$ cat src/rtl/sw_debounce_pkg.sv
// Shared definitions for the input-conditioner family (switches, buttons, encoders):
// debouncer FSM encoding and counter sizing.
package sw_debounce_pkg;

    typedef enum logic {
        ST_STABLE = 1'b0,
        ST_COUNT  = 1'b1
    } db_state_e;

    // Counter must hold DEBOUNCE_CYCLES-1; never narrower than one bit.
    function automatic int cnt_width(input int cycles);
        return (cycles <= 2) ? 1 : $clog2(cycles);
    endfunction

endpackage

$ cat src/rtl/sw_debounce_if.sv
// Switch conditioner bundle: raw pins in, clean level plus edge pulses out.
interface sw_debounce_if #(
    parameter int SW_NUM = 3
);
    logic [SW_NUM-1:0] sw_raw;
    logic [SW_NUM-1:0] sw_db;
    logic [SW_NUM-1:0] sw_rise;
    logic [SW_NUM-1:0] sw_fall;

    modport master (
        output sw_raw,
        input  sw_db,
        input  sw_rise,
        input  sw_fall
    );

    modport slave (
        input  sw_raw,
        output sw_db,
        output sw_rise,
        output sw_fall
    );
endinterface

$ cat src/rtl/sw_debounce_bit.sv
// One switch: two-flop synchronizer, then a counter FSM that accepts a new level
// only after DEBOUNCE_CYCLES consecutive differing samples.
module sw_debounce_bit
    import sw_debounce_pkg::*;
#(
    parameter int DEBOUNCE_CYCLES = 1_000_000
) (
    input  logic clk,
    input  logic reset,
    input  logic i_sw_raw,
    output logic o_sw_db,
    output logic o_sw_rise,
    output logic o_sw_fall
);
    localparam int            CW       = cnt_width(DEBOUNCE_CYCLES);
    localparam logic [CW-1:0] CNT_LAST = CW'(DEBOUNCE_CYCLES - 1);
    localparam logic [CW-1:0] CNT_ONE  = CW'(1);

    logic          r_meta;
    logic          r_sync;
    db_state_e     r_state;
    logic [CW-1:0] r_cnt;
    logic          r_db;
    logic          r_rise;
    logic          r_fall;

    db_state_e     w_state_next;
    logic [CW-1:0] w_cnt_next;
    logic          w_db_next;
    logic          w_rise_next;
    logic          w_fall_next;

    always_ff @(posedge clk) begin
        if (reset) begin
            r_meta  <= 1'b0;
            r_sync  <= 1'b0;
            r_state <= ST_STABLE;
            r_cnt   <= '0;
            r_db    <= 1'b0;
            r_rise  <= 1'b0;
            r_fall  <= 1'b0;
        end else begin
            r_meta  <= i_sw_raw;
            r_sync  <= r_meta;
            r_state <= w_state_next;
            r_cnt   <= w_cnt_next;
            r_db    <= w_db_next;
            r_rise  <= w_rise_next;
            r_fall  <= w_fall_next;
        end
    end

    always_comb begin
        w_state_next = r_state;
        w_cnt_next   = r_cnt;
        w_db_next    = r_db;
        w_rise_next  = 1'b0;
        w_fall_next  = 1'b0;
        unique case (r_state)
            ST_STABLE: begin
                w_cnt_next = '0;
                if (r_sync != r_db) begin
                    w_state_next = ST_COUNT;
                    w_cnt_next   = CNT_ONE;
                end
            end
            ST_COUNT: begin
                // Any sample matching the current level aborts and restarts qualification.
                if (r_sync == r_db) begin
                    w_state_next = ST_STABLE;
                    w_cnt_next   = '0;
                end else if (r_cnt == CNT_LAST) begin
                    w_state_next = ST_STABLE;
                    w_cnt_next   = '0;
                    w_db_next    = r_sync;
                    w_rise_next  = r_sync;
                    w_fall_next  = ~r_sync;
                end else begin
                    w_cnt_next   = r_cnt + CNT_ONE;
                end
            end
            default: begin
                w_state_next = ST_STABLE;
                w_cnt_next   = '0;
            end
        endcase
    end

    assign o_sw_db   = r_db;
    assign o_sw_rise = r_rise;
    assign o_sw_fall = r_fall;

endmodule

$ cat src/rtl/sw_debounce.sv
// Bank of independent switch debouncers; sw_db feeds the LED controller's sw input.
module sw_debounce
    import sw_debounce_pkg::*;
#(
    parameter int SW_NUM          = 3,
    parameter int DEBOUNCE_CYCLES = 1_000_000
) (
    input  logic          clk,
    input  logic          reset,
    sw_debounce_if.slave  bus
);
    logic [SW_NUM-1:0] w_sw_db;
    logic [SW_NUM-1:0] w_sw_rise;
    logic [SW_NUM-1:0] w_sw_fall;

    generate
        for (genvar gi = 0; gi < SW_NUM; gi++) begin : g_bit
            sw_debounce_bit #(
                .DEBOUNCE_CYCLES (DEBOUNCE_CYCLES)
            ) u_bit (
                .clk       (clk),
                .reset     (reset),
                .i_sw_raw  (bus.sw_raw[gi]),
                .o_sw_db   (w_sw_db[gi]),
                .o_sw_rise (w_sw_rise[gi]),
                .o_sw_fall (w_sw_fall[gi])
            );
        end
    endgenerate

    assign bus.sw_db   = w_sw_db;
    assign bus.sw_rise = w_sw_rise;
    assign bus.sw_fall = w_sw_fall;

endmodule

$ cat src/flat_wrapper.sv
// flat-port wrapper written by rule: the top's interface ports become plain ports
module sw_debounce_flat import sw_debounce_pkg::*;
#(
    parameter int SW_NUM          = 3,
    parameter int DEBOUNCE_CYCLES = 1_000_000
)
  (clk, reset, bus_sw_raw, bus_sw_db, bus_sw_rise, bus_sw_fall);
  sw_debounce_if #(.SW_NUM(SW_NUM)) bus_i ();
  input  logic clk;
  input  logic reset;
  input wire logic [$bits(bus_i.sw_raw)-1:0] bus_sw_raw;
  output wire logic [$bits(bus_i.sw_db)-1:0] bus_sw_db;
  output wire logic [$bits(bus_i.sw_rise)-1:0] bus_sw_rise;
  output wire logic [$bits(bus_i.sw_fall)-1:0] bus_sw_fall;
  assign bus_i.sw_raw = bus_sw_raw;
  assign bus_sw_db = bus_i.sw_db;
  assign bus_sw_rise = bus_i.sw_rise;
  assign bus_sw_fall = bus_i.sw_fall;
  sw_debounce #(.SW_NUM(SW_NUM), .DEBOUNCE_CYCLES(DEBOUNCE_CYCLES)) u_core (.clk(clk), .reset(reset), .bus(bus_i));
endmodule
$ cat config.mk
export PLATFORM = sky130hd
export DESIGN_NAME = sw_debounce_flat
export DESIGN_NICKNAME = d
export VERILOG_FILES = /design/src/rtl/sw_debounce_pkg.sv /design/src/rtl/sw_debounce_if.sv /design/src/rtl/sw_debounce_bit.sv /design/src/rtl/sw_debounce.sv /design/src/flat_wrapper.sv
export SDC_FILE = /design/constraint.sdc
export NUM_CORES = 1
export LEC_CHECK = 0
export CAP_MARGIN = 40
export CORE_MARGIN = 1
export CORE_UTILIZATION = 30
export CTS_BUF_LIST = sky130_fd_sc_hd__clkbuf_8
export DETAILED_ROUTE_END_ITERATION = 12
export GPL_TIMING_DRIVEN = 0
export PLACE_DENSITY_LB_ADDON = 0.12
export SLEW_MARGIN = 40
export SYNTH_ARGS = -nofsm -noshare
export SYNTH_HDL_FRONTEND = slang
export SYNTH_SLANG_ARGS = --single-unit
$ cat constraint.sdc
create_clock -name clk -period 2.49 [get_ports clk]
set_clock_uncertainty 0.15 [all_clocks]
set_input_delay 0.249 -clock clk [delete_from_list [all_inputs] [get_ports clk]]
set_output_delay 0.249 -clock clk [all_outputs]
set_load 0.05 [all_outputs]
==> results.tsv <==
metric	value	unit
run status	complete, no violations	
P_leak	1.20	nW
# DRC	0	
DP HPWL	4850	um
Final setup viols	0	
H-tree depth	3	
initial core utilization	0.313	
Core Region	0.0110	mm^2
pwr dens	530	mW/mm^2
Placed Cells incl. Taps	547	
vias per cell	4.79	
Max Clock Freq	0.434	GHz
Critical Path RT	2.63	ns
Syn. warnings	0	
ANT nets after route	0	
Setup TNS	0	ns
gpl congestion	0.761	
NumNets Final	426	
EDFF count, synth	0	
DIE HEIGHT	109	um
Worst Path Max Fanout	7	
DR vias	2693	
cts bufs inserted	9	
number of distinct library cells after synthesis	46	
# rows	38	
Setup CP Type	reg -> reg	
Top FF cell, synth	dfxtp_1	
Syn Nets	402	
Syn Area/Cell	8.77	um^2
crit path time final	2.30	ns
worst hold slack	0.287	ns
antenna cells	0	
DIE AREA	0.0119	mm^2
#FFs+latches synth	78	
Slew Viols, Final	0	
Hold-fix buffers, CTS	0	
final hold violations	0	
initial drt markers	94	
Mapped Area	0.00345	mm^2
Finished Layout Cells	562	
share of the yosys chip area belonging to registers	0.452	
Worst setup EP type	flop	
wirelength, routed	6800	um
VDD IR max	0.000391	V
DRT Pass-1 Iters	4	
GR Util All Layers	0.128	
FILL cells	1169	
post-cts resize count	0	
commonest non-fill, non-tap cells in the layout	78 x dfxtp_1, 49 x nor2_1, 25 x nand3_1	
Skew-Pair Late Insertion Delay	0.36	ns
wire per inst	12.1	um
commonest non-fill, non-tap cell in the layout	dfxtp_1	
max-cap violation count	0	
first-pass GRT wire length	11600	um
layout cell share with drive strength beyond 1	0.104	
vias in the first global route	2448	
crit start category	flop	
top-level I/O count	14	
Worst EP arrival	2.44	ns
Slew @ Worst Pin	0.500	ns
CTS Root Cell	clkbuf_8	
clock transition at the registers of the reported paths	0.08	ns
Die X	109	um
Num Clock Sinks	78	
CTS tree	yes	
clk buf depth	2	
largest net degree at the start of global routing	13	
RSZ-0062 raised after global routing	no	
Min-Delay Path Class	reg -> reg	
P&R area growth vs syn	13.7	%
Max-Slew Margin vs Limit	0.666	
post-CTS setup repair buffer count	0	
GRT overflow	0	
Port Buffer Count	13	
Gate Count Post-Synth	394	
fraction of registers with async set/reset	0	
Tcrit/Tclk final	0.926	
initial antenna violation count	0	
[critical path: stages (launching register included)]
cell and delay (ns):
dfxtp_1 0.40, ha_1 0.21, nand3_1 0.29, or3_1 0.56, or4_1 0.49, a21oi_1 0.14
[registers in the layout (all words and copies together), names as in the netlist]
| signal | flops |
|---|---|
| u_core.g_bit.u_bit.o_sw_fall | 3 |
| u_core.g_bit.u_bit.r_meta | 3 |
| u_core.g_bit.u_bit.r_sync | 3 |
| u_core.g_bit.u_bit.r_cnt | 60 |
| u_core.g_bit.u_bit.o_sw_db | 3 |
| u_core.g_bit.u_bit.o_sw_rise | 3 |
| u_core.g_bit.u_bit.r_state | 3 |
[cell usage after synthesis, types with 4 or more instances]
master     n  area (um^2)
a21oi_1   24          120
and3_1     4         25.0
and4_1     8         70.1
buf_2      5         25.0
buf_4     11         82.6
dfxtp_1   78         1560
inv_1     18         67.6
nand2_1   17         63.8
nand2b_1   6         37.5
nand3_1   25          125
nand4_1   15         93.8
nor2_1    49          184
nor2b_1    7         43.8
nor3_1     9         45.0
nor4_1     5         31.3
o21ai_0   15         75.1
o31ai_1    5         37.5
or3_1     13         81.3
or4_1      8         60.1
xnor2_1   23          201
xor2_1    14          123
[metrics by stage]
step,total power [mW],cell area (um^2),setup slack [ns],utilization
final,2.08,3930,0.185,0.356
after global routing,2.18,3930,0.0597,0.356
after CTS,2.13,3920,0.0376,0.355
after detailed placement,1.31,3760,0.0303,0.341
after global placement,1.31,3760,0.0315,0.341
after floorplan,1.30,3450,0.485,-
[routing by layer]
| metal | wire length, um | GRT usage | up-vias |
|---|---|---|---|
| met4 | 93 | 0.0457 | 0 |
| met3 | 197 | 0.0468 | 7 |
| met5 | 0 | 0 | - |
| li1 | - | - | 1423 |
| met1 | 3710 | 0.169 | 1240 |
| met2 | 2800 | 0.190 | 23 |
[cell families (layout without fill, tap and decap cells)]
family / after synthesis / in the layout / share of synthesized area
AND/OR/NAND/NOR: 185 / 185 / 0.297
flip-flops: 78 / 78 / 0.452
buffers and inverters: 37 / 65 / 0.0561
AO/OA/AOI/OAI: 53 / 53 / 0.0877
XOR/XNOR: 37 / 37 / 0.0938
adder cells (fa/ha/maj): 3 / 3 / 0.0109
multiplexers: 1 / 1 / 0.00290
[worst paths after layout]
path	from	to	slack, ns	cells after the start
max	u_core.g_bit[2].u_bit.r_cnt[0]$_SDFF_PP0_	u_core.g_bit[2].u_bit.r_cnt[18]$_SDFF_PP0_	0.19	5
min	u_core.g_bit[2].u_bit.r_meta$_SDFF_PP0_	u_core.g_bit[2].u_bit.r_sync$_SDFF_PP0_	0.29	1
max reg2reg	u_core.g_bit[2].u_bit.r_cnt[0]$_SDFF_PP0_	u_core.g_bit[2].u_bit.r_cnt[18]$_SDFF_PP0_	0.19	5
min reg2reg	u_core.g_bit[2].u_bit.r_meta$_SDFF_PP0_	u_core.g_bit[2].u_bit.r_sync$_SDFF_PP0_	0.29	1
[report_power, final]
group          switching [mW]  internal (mW)  total [mW]
sequential            0.00579           1.25        1.26
combinational         0.00960         0.0129      0.0225
clock                   0.455          0.345       0.800
total                   0.470           1.61        2.08
[final cells by class]
type                       count  area (um^2)  share of cell area
timing repair buffer          13          130              0.0331
buffer                        19          126              0.0322
clock inverter                 6         32.5             0.00828
multi-input combinational    279         1710               0.436
tap                          140          175              0.0446
inverter                      18         67.6              0.0172
clock buffer                   9          124              0.0315
sequential                    78         1560               0.397
No activity file was read; power rests on OpenSTA's default activity.
